**src/rtl/vga_vblank_mem_scheduler.sv**
```systemverilog
// rtl/vga_vblank_mem_scheduler.sv - parameter RAM arbiter: render reads always win, buffered writes drain only in vblank
module vga_vblank_mem_scheduler #(
  parameter int AW         = 4,
  parameter int DW         = 8,
  parameter int FIFO_DEPTH = 4,
  parameter int V_ACTIVE   = 480,
  localparam int PW        = $clog2(FIFO_DEPTH),
  localparam int LW        = PW + 1
) (
  input  logic          clk,
  input  logic          rst,
  input  logic [9:0]    hpos,
  input  logic [9:0]    vpos,
  input  logic          rd_req,
  input  logic [AW-1:0] rd_addr,
  output logic          rd_valid,
  output logic [DW-1:0] rd_data,
  input  logic          wr_valid,
  input  logic [AW-1:0] wr_addr,
  input  logic [DW-1:0] wr_data,
  output logic          wr_ready,
  output logic          mem_en,
  output logic          mem_we,
  output logic [AW-1:0] mem_addr,
  output logic [DW-1:0] mem_wdata,
  input  logic [DW-1:0] mem_rdata,
  output logic [LW-1:0] fifo_level,
  output logic [7:0]    frame_cnt,
  output logic          frame_tick
);

  typedef enum logic [1:0] {IDLE, GRANT_RD, GRANT_WR} grant_t;

  grant_t        grant;
  logic [AW-1:0] fifo_addr [FIFO_DEPTH];
  logic [DW-1:0] fifo_data [FIFO_DEPTH];
  logic [PW-1:0] wr_ptr;
  logic [PW-1:0] rd_ptr;
  logic [AW-1:0] last_addr;
  logic [DW-1:0] last_wdata;
  logic          vblank;
  logic          fifo_empty;
  logic          push;
  logic          pop;
  logic          vblank_start;

  assign vblank       = (vpos >= 10'(V_ACTIVE));
  assign vblank_start = (vpos == 10'(V_ACTIVE)) && (hpos == 10'd0);
  assign fifo_empty   = (fifo_level == '0);
  assign wr_ready     = (fifo_level != LW'(FIFO_DEPTH));
  assign push         = wr_valid && wr_ready;
  assign pop          = (grant == GRANT_WR);
  assign rd_data      = mem_rdata;

  always_comb begin
    grant = IDLE;
    if (!rst) begin
      if (rd_req)
        grant = GRANT_RD;
      else if (vblank && !fifo_empty)
        grant = GRANT_WR;
    end
  end

  // Address/data hold their last driven values while the port is idle.
  always_comb begin
    mem_en    = 1'b0;
    mem_we    = 1'b0;
    mem_addr  = last_addr;
    mem_wdata = last_wdata;
    case (grant)
      GRANT_RD: begin
        mem_en   = 1'b1;
        mem_addr = rd_addr;
      end
      GRANT_WR: begin
        mem_en    = 1'b1;
        mem_we    = 1'b1;
        mem_addr  = fifo_addr[rd_ptr];
        mem_wdata = fifo_data[rd_ptr];
      end
      default: ;
    endcase
  end

  always_ff @(posedge clk) begin
    if (push) begin
      fifo_addr[wr_ptr] <= wr_addr;
      fifo_data[wr_ptr] <= wr_data;
    end
  end

  always_ff @(posedge clk or posedge rst) begin
    if (rst) begin
      wr_ptr     <= '0;
      rd_ptr     <= '0;
      fifo_level <= '0;
      last_addr  <= '0;
      last_wdata <= '0;
      rd_valid   <= 1'b0;
      frame_tick <= 1'b0;
      frame_cnt  <= 8'd0;
    end else begin
      if (push)
        wr_ptr <= wr_ptr + 1'b1;
      if (pop)
        rd_ptr <= rd_ptr + 1'b1;
      fifo_level <= fifo_level + LW'(push) - LW'(pop);
      if (mem_en)
        last_addr <= mem_addr;
      if (mem_we)
        last_wdata <= mem_wdata;
      rd_valid   <= rd_req;
      frame_tick <= vblank_start;
      if (vblank_start)
        frame_cnt <= frame_cnt + 8'd1;
    end
  end

endmodule

```
**config.mk**
```make
export PLATFORM = sky130hd
export DESIGN_NAME = vga_vblank_mem_scheduler
export DESIGN_NICKNAME = d
export VERILOG_FILES = /design/src/rtl/vga_vblank_mem_scheduler.sv
export SDC_FILE = /design/constraint.sdc
export NUM_CORES = 1
export LEC_CHECK = 0
export ABC_AREA = 1
export BUFFER_PORTS_ARGS = -buffer_cell sky130_fd_sc_hd__buf_2
export CAP_MARGIN = 40
export CORE_AREA = 8 8 91 93
export CTS_CLUSTER_DIAMETER = 200
export CTS_CLUSTER_SIZE = 40
export DETAILED_ROUTE_END_ITERATION = 7
export DIE_AREA = 0 0 99 101
export GPL_ROUTABILITY_DRIVEN = 0
export PLACE_DENSITY = 0.88
export REMOVE_ABC_BUFFERS = 1
export SLEW_MARGIN = 15
export SYNTH_ARGS = -nofsm -noshare
export SYNTH_HDL_FRONTEND = slang
export SYNTH_SLANG_ARGS = --single-unit
```
**constraint.sdc**
```tcl
create_clock -name clk -period 2.7 [get_ports clk]
set_clock_uncertainty 0.05 [all_clocks]
set_input_delay 0.27 -clock clk [delete_from_list [all_inputs] [get_ports clk]]
set_output_delay 0.27 -clock clk [all_outputs]
set_load 0.02 [all_outputs]
```
==> impl_summary.md, run 1 <==
Clocking
The tree is rooted in a clkbuf_8. After clock tree synthesis, the flow added hold-fix buffers numbering 1. The count of cells resized by post-cts repair is 0. The number of setup buffers added after CTS is 0. TritonCTS built the clock tree. The number of buffers created by CTS is 9. CTS saw 77 sinks. The maximum level of the CTS H-tree is 3. The worst-case clock buffer depth is 2.

The CTS clock-pin slew for the worst setup and hold paths is 0.08 ns. The later pin in the worst-skew pair is clocked with a latency of 0.35 ns.

Timing
In the final timing run, aggregate negative setup slack is 0 ns. Setup repair after global routing left no endpoint under its margin. The clock period minus final worst setup slack is 2.279 ns.

Dividing the final minimum period by the clock period gives 0.8441. The final count of pins violating max slew is 0. The worst pin sits at a relative slew slack of 0.5924. The highest clock frequency the design can meet is between 0.4 and 0.5 GHz. The number of endpoints failing setup at the final stage is 0.

The hold violation count in the final report is 0. The transition at the pin with the smallest max-transition slack is 0.6107 ns.

Logic synthesis
In the synthesized netlist the dominant register cell turns out to be edfxtp_1. The most common cell in the synthesized netlist is nand2_1. The number of different library cells in the post-synthesis netlist is 32. The synthesized area per cell is 10.17 um^2.

After synthesis, the cell types taking the most area are edfxtp_1, dfrtp_1, nand2_1, inv_1, nor2_1. In the synthesized netlist, the number of instances is around 350. The synthesized design contains between 40 and 50 enable-type register cells. Sorting the synthesized cells by how often they occur yields nand2_1, edfxtp_1, inv_1. After synthesis the netlist holds a flip-flop and latch count of 77. The fraction of synthesis flops using an asynchronous set or reset pin is 0.3766. Of the synthesized area, sequential elements account for 0.6107. The number of synthesis warnings is 0. The post-synthesis cell type with the largest combined area is edfxtp_1.

The cell area that synthesis handed to floorplanning was 3548 um^2. The area fraction of the dominant cell type after synthesis is 0.4062.

Worst setup path
The capture instance of the worst register-to-register path is fifo_level[2]. The category of the worst setup path launch point is a register. In this design, the stage delay of the slowest critical-path cell is 0.45 ns.

Along the worst path, the maximum fanout reaches 21. The register-to-register setup slack is 0.50 ns. The total buffers and inverters traversed by the critical path is 2. In this design, the largest share of critical-path delay is due to buffers and inverters. Walking the worst path, the cells encountered are inv_1 > nand2_1 > nand2_1 > nand2_1 > o21ai_1 > nand3_1 > nand3_1 > buf_2.

The largest individual stage delay along the critical path comes from the cell inv_1. In this run the critical register-to-register path is launched from fifo_level[1]. The critical path class is reg2out. For the worst setup path, the data arrival time is 1.96 ns. The most numerous cell on the critical path is nand2_1.

The type of destination of the critical path is a primary output. The required time reported for the critical path endpoint is 2.38 ns. The number of cell instances on the worst register-to-register path is 10.

Power
For this design the ratio of total power to cell area is between 900 and 1000 nW/um^2. Summing internal, switching and leakage power gives between 3 and 4 mW. In this run the static leakage power is 1.971 nW. The peak supply drop is 0.4840 mV.

Drt
The met2 wirelength from detailed routing is roughly 3.6 mm. Across all layers, the routed design uses 2569 vias. The average wire per cell in the routed design is 14.93 um.

After detailed routing, the met3 layer carries 850 um of wire. The count of nets left with antenna violations once routing finished came out at 0. The number of design rule violations left after detail routing is 0. The total routed wirelength is about 7.6 mm. The mean number of vias per cell is 5.067.

The detailed router used layers up to and including met4. The detailed router finished its first iteration with 168 violations. The met1 layer wirelength in the final routing is 3.015 mm. The length of the first detailed-routing pass in iterations is 4.

Hold path
In this run the worst hold path is classified as in2async.

Die
From left edge to right edge, the die measures a little under 100 um. The die height is 101 um. The core box area is 6943 um^2. The floorplan step defined a die boundary enclosing 9999 um^2.

The top-level I/O count is 84. The initial utilization of the core area, before any placement, comes to 0.5111. The total number of placement rows is 31.

Run status
The run finished with clean final reports.

Cells and area
From synthesis to final layout, the design area changed by 15.55%. In the final layout, the share of cells above drive strength 1 is 0.2588. The number of antenna diodes in the final layout is 0.

The final layout contains between 400 and 500 nets. Once layout is done, the placed cells without fillers occupy 4100 um^2.

Job
Across the run, the number of max-cap violations was 0.

Placed design
The number of input and output port buffers inserted is 67. Summing all placed instances gives a cell area of 3923 um^2. Summed over all nets, the half-perimeter wirelength after detailed placement is 5.260 mm.

Global route
The first-pass GRT wire length is approximately 12 mm. The total overflow left after global routing is 0. The number of antenna violations at the first check in global routing is 0. Entering global routing, the biggest net connects 30 pins. The via count of the first global-routing pass is ~2700.

Across every metal layer, demand over resource in global routing totals 0.1594.
-- area by class of cell --
class                   count  area (um^2)
flip-flops and latches     77         2167
repair buffers             76        405.4
clock buffers              10        127.6
fillers                   562         2843
inverters                  38        143.9
clock inverters             6        40.04
well taps                  82        102.6
multi-input cells         218         1114
-- power by group --
group | leakage [nW] | internal [mW] | switching, mW | total [mW]
clock network | 0.0743 | 0.330 | 0.413 | 0.743
logic | 1.09 | 0.442 | 0.858 | 1.30
registers | 0.807 | 1.54 | 0.117 | 1.66
-- layout by cell type (no fill, tap or decap), types with 4 or more instances in the layout --
cell type   instances
dfrtp_1            29
clkbuf_8            9
buf_2              67
clkinvlp_4          4
nor2_1             35
o21ai_0            17
xnor2_1             5
nand2_1            91
ha_1                7
edfxtp_1           48
xor2_1              5
nand2_2            10
inv_1              36
buf_4               8
nand3_1            22
o22ai_1             8
-- flip-flops by register name, indices dropped and copies added (netlist names) --
| signal | count |
|---|---|
| rd_ptr | 2 |
| frame_tick | 1 |
| rd_valid | 1 |
| frame_cnt | 8 |
| fifo_level | 3 |
| wr_ptr | 2 |
| fifo_addr | 16 |
| fifo_data | 32 |
| last_addr | 4 |
| last_wdata | 8 |
-- cells by family (layout without fill, tap and decap cells) --
family	count (synthesis)	in the layout	synth area share
flops	77	77	0.6107
simple gates	169	169	0.2080
xor+xnor	10	10	0.02468
buf+inv	54	130	0.07545
fa+ha+maj	8	8	0.03032
compound gates	31	31	0.05077
-- worst register-to-register path, delay by kind of cell (launching register included) --
kind | cells | cell delay, ns
fa+ha+maj | 3 | 0.82
flops | 1 | 0.46
xor+xnor | 1 | 0.13
buf+inv | 3 | 0.26
simple gates | 2 | 0.27
compound gates | 1 | 0.10
-- per-layer routing --
metal | global-route usage | vias up
met3 | 0.06768 | 7
met4 | 0.06257 | 0
met2 | 0.2630 | 114
li1 | - | 1260
met1 | 0.1785 | 1188
met5 | 0 | -
-- metrics by stage --
step	setup WS, ns	hold slack [ns]	utilization	cells
after detailed placement	0.4986	0.3431	0.5650	490
after global routing	0.1978	0.03950	0.5906	507
final	0.4209	0.009146	0.5906	507
after floorplan	-0.02867	0.2514	-	333
after global placement	0.5901	0.3420	0.5650	490
after CTS	0.4159	0.01103	0.5906	507
-- how the worst max path moves through the flow --
stage,start,to,slack [ns],cells after the start
2_1_floorplan,rst,fifo_level[2],-0.03,11
3_3_place_gp,vpos[6],fifo_level[1],0.59,13
3_5_place_dp,fifo_level[1],fifo_level[2],0.50,10
4_1_cts,rd_ptr[0],mem_addr[1],0.42,8
5_1_grt,rd_ptr[0],mem_addr[2],0.20,8
6_report,rd_ptr[0],mem_addr[1],0.42,8
(Power assumes the default switching activity.)
==> run 2: changes to the inputs <==
--- a/config.mk
+++ b/config.mk
@@ -5,16 +5,16 @@
 export SDC_FILE = /design/constraint.sdc
 export NUM_CORES = 1
 export LEC_CHECK = 0
-export ABC_AREA = 1
+export ABC_AREA = 0
 export BUFFER_PORTS_ARGS = -buffer_cell sky130_fd_sc_hd__buf_2
 export CAP_MARGIN = 40
-export CORE_AREA = 8 8 91 93
+export CORE_AREA = 8 8 93 95
 export CTS_CLUSTER_DIAMETER = 200
 export CTS_CLUSTER_SIZE = 40
 export DETAILED_ROUTE_END_ITERATION = 7
-export DIE_AREA = 0 0 99 101
+export DIE_AREA = 0 0 101 103
 export GPL_ROUTABILITY_DRIVEN = 0
-export PLACE_DENSITY = 0.88
+export PLACE_DENSITY = 0.84
 export REMOVE_ABC_BUFFERS = 1
 export SLEW_MARGIN = 15
 export SYNTH_ARGS = -nofsm -noshare
==> constraint.sdc (replaced) <==
create_clock -name clk -period 1.9 [get_ports clk]
set_clock_uncertainty 0.05 [all_clocks]
set_input_delay 0.19 -clock clk [delete_from_list [all_inputs] [get_ports clk]]
set_output_delay 0.19 -clock clk [all_outputs]
set_load 0.02 [all_outputs]
==> impl_summary.md, run 2 <==
Cells and area
The register ranked first by flip-flop count is fifo_data. Leaving out fill and tap cells, the most frequent cells in the layout are buf_2, edfxtp_1, dfrtp_1, buf_4, buf_6. In the final layout, the share of cells above drive strength 1 is 0.5478. The growth of design area from synthesis to finish is 39.04%.

The leading cell type in the layout, fill and taps excluded is buf_2. The number of flip-flops under the largest register name is 32. With fillers left out, the area of the finished cells amounts to 4589 um^2.

The largest registers in the layout are fifo_data (32), fifo_addr (16). The repair_antennas step left the layout with diodes totalling 0. In the final design database the tool counted 365 nets.

Clocking
The tree is rooted in a clkbuf_8. The number of buffers created by CTS is 9. TritonCTS built the clock tree. The maximum level of the CTS H-tree is 3.

The worst-case clock buffer depth is 2. The later-pin clock latency in the skew report is 0.35 ns. The CTS clock-pin slew for the worst setup and hold paths is 0.08 ns. CTS saw 77 sinks.

Die
The total number of placement rows is 31. For this configuration, the core starts out at a cell density of 0.4625. The die covers between 10000 and 15000 um^2. The horizontal die dimension is a little over 100 um. The core region is 7137 um^2. The die height is 103 um. In this run the count of I/O pins placed on the die edge is 84.

Worst setup path
Traced cell by cell, the critical path runs through buf_12 > mux4_2 > a22o_1 > a21o_1 > buf_6. The critical path class is reg2out. The category of the worst setup path launch point is a register. The standard cell with the maximum stage delay on the critical path is mux4_2. In this run the critical register-to-register path is launched from fifo_level[0].

Counting cells, the worst reg-to-reg path comes to 12. In this run the worst path has a maximum fanout of 5. Counting both buffers and inverters, the worst setup path holds a total of 2. The required time reported for the critical path endpoint is 1.66 ns.

In this run the register-to-register setup slack is -0.20 ns. The cell family with the largest share of critical-path delay is multiplexers. The worst register-to-register path ends at fifo_level[2]. STA classifies the critical path endpoint as a primary output. The largest stage delay on the critical path is approximately 0.50 ns. STA puts the critical path data arrival time at 1.93 ns.

Timing
The final count of pins violating max slew is 0. The hold violation count in the final report is 0. Setup violations remaining at the end of the flow were counted as 16. Setup repair after global routing could not meet its margin everywhere. Across all setup checks in the final design, the least slack found is -0.2741 ns.

The final cycle utilization of the critical path is 1.144. The transition at the pin with the smallest max-transition slack is 0.3683 ns. The worst pin sits at a relative slew slack of 0.7522. Subtracting the final worst setup slack from the clock period gives roughly 2.2 ns.

The highest clock frequency the design can meet is between 0.4 and 0.5 GHz.

Logic synthesis
The share of the Yosys chip area taken by registers is 0.6566. The register bit count reported by yosys is 77. The post-synthesis cell type with the largest combined area is edfxtp_1. After synthesis, the mean cell area works out to 16.84 um^2. In the synthesized netlist the async set-or-reset flop fraction comes to 0.3766. The number of different library cells used by synthesis comes to 30.

Ranked by total cell area, the synthesized netlist is headed by edfxtp_1, dfrtp_1, mux4_2, mux2_2, ha_1. The number of synthesis warnings is 0. The area fraction of the dominant cell type after synthesis is 0.4367. In this run, synthesis inferred 48 flip-flops with an integrated enable.

The post-synthesis cell count is 196. The commonest cells after synthesis are edfxtp_1, dfrtp_1, mux2_2. The cell area that synthesis handed to floorplanning was 3301 um^2.

The most common cell in the synthesized netlist is edfxtp_1. Among all flip-flop cells after synthesis, the most frequent one is edfxtp_1.

Drt
In this run the remaining antenna-violating nets after routing total 0. The length of the first detailed-routing pass in iterations is 4. The total routed wirelength is 7.972 mm. The via count of the routed design is roughly 2100. The mean number of vias per cell is 5.186. The number of design rule violations left after detail routing is 0. Dividing the detail-routed wire length by the instance count gives 19.30 um. The initial DRC count is 51.

Power
In this run the power density over the cells is roughly 1300 nW/um^2. The peak supply drop is 0.6173 mV. The analysis attributes to cell leakage a power of 1.960 nW.

Placed design
Before CTS, the worst setup slack after placement is -0.3053 ns. The cell area after placement is 3826 um^2. The number of input and output port buffers inserted is 67.

Summed over all nets, the half-perimeter wirelength after detailed placement is roughly 5 mm.

Hold path
In this run the worst hold path is classified as in2reg. The worst min-delay path endpoint is fifo_data[0][0]. The hold path depth is 1.

The launch point of the worst hold path is wr_data[0].

Run status
The run finished, with violations left. The final reports fail on setup timing.

Global route
The first-pass GRT wire length is 12.59 mm. The via count of the first global-routing pass came to between 2000 and 2500. Summed over all layers, the global routing overflow is 0.

The number of antenna violations at the first check in global routing was 0. In the global route stage, overall resource usage came out at 0.1639. The pin count of the biggest net entering global routing is 27.

Job
The tool flagged a number of max-cap violations equal to 0.
## run 2: cell count changes in the layout (fill, tap and decap cells not counted), sizes merged, moves of 18 or more
| cell | delta |
|---|---|
| buf | +28 |
| inv | -24 |
| mux2 | +18 |
| nand2 | -100 |
| nand3 | -18 |
| nor2 | -35 |
| o21ai | -21 |
## run 2: cell type report
cell class                      instances  area [um^2]
Multi-Input combinational cell         95         1127
Fill cell                             526         2547
Clock inverter                          7        58.81
Inverter                               10        42.54
Clock buffer                            9        123.9
Timing Repair Buffer                  116        943.4
Tap cell                               99        123.9
Sequential cell                        77         2170
## run 2: cell families (layout without fill, tap and decap cells)
kind of cell | Yosys count | count (layout) | synth area share
AO/OA/AOI/OAI | 13 | 13 | 0.03336
XOR/XNOR | 12 | 12 | 0.03184
adder cells (fa/ha/maj) | 8 | 8 | 0.03260
buffers and inverters | 24 | 142 | 0.03980
flip-flops | 77 | 77 | 0.6566
multiplexers | 30 | 30 | 0.1433
AND/OR/NAND/NOR | 32 | 32 | 0.06254
## run 2: per-stage QoR
step	utilization	TNS (ns)	total power [mW]	std cells	hold slack, ns
after floorplan	-	-44.31	3.559	182	0.1714
after global placement	0.5361	-2.060	4.147	366	0.05827
after detailed placement	0.5361	-2.631	4.254	366	0.06488
after CTS	0.6418	-4.045	6.083	413	0.006268
after global routing	0.6431	-4.616	6.369	413	0.02487
final	0.6431	-3.382	6.029	413	0.01745
## run 2: worst max-delay path by stage
stage / start / slack, ns / endpoint / depth (start not counted)
after floorplan: fifo_level[1] / -2.15 / fifo_level[2] / 9
after global placement: fifo_level[0] / -0.24 / fifo_level[2] / 10
after detailed placement: vpos[5] / -0.31 / fifo_level[2] / 10
after CTS: fifo_level[1] / -0.29 / mem_wdata[5] / 7
after global routing: rd_ptr[0] / -0.35 / mem_addr[2] / 5
final: rd_ptr[0] / -0.27 / mem_addr[1] / 5
## run 2: routing by layer
layer,GRT usage,share of wire,up-vias
met4,0.09622,0.032,0
met5,0,0,-
li1,-,-,961
met2,0.2843,0.54,69
met1,0.1804,0.38,1093
met3,0.03984,0.051,19
## run 2: repair_timing
item / CTS / global route
pin swaps: 10 / 7
gates cloned: 3 / 0
hold buffers: 13 / 0
resized for setup: 68 / 13
endpoints found under the setup margin: 16 / 73
hold endpoints to repair: 47 / 0
setup buffers: 16 / 4
## run 2: where the power goes
group	internal, mW	switching (mW)
registers	2.21	0.255
clock network	0.494	0.647
logic	1.37	1.06
total	4.07	1.96
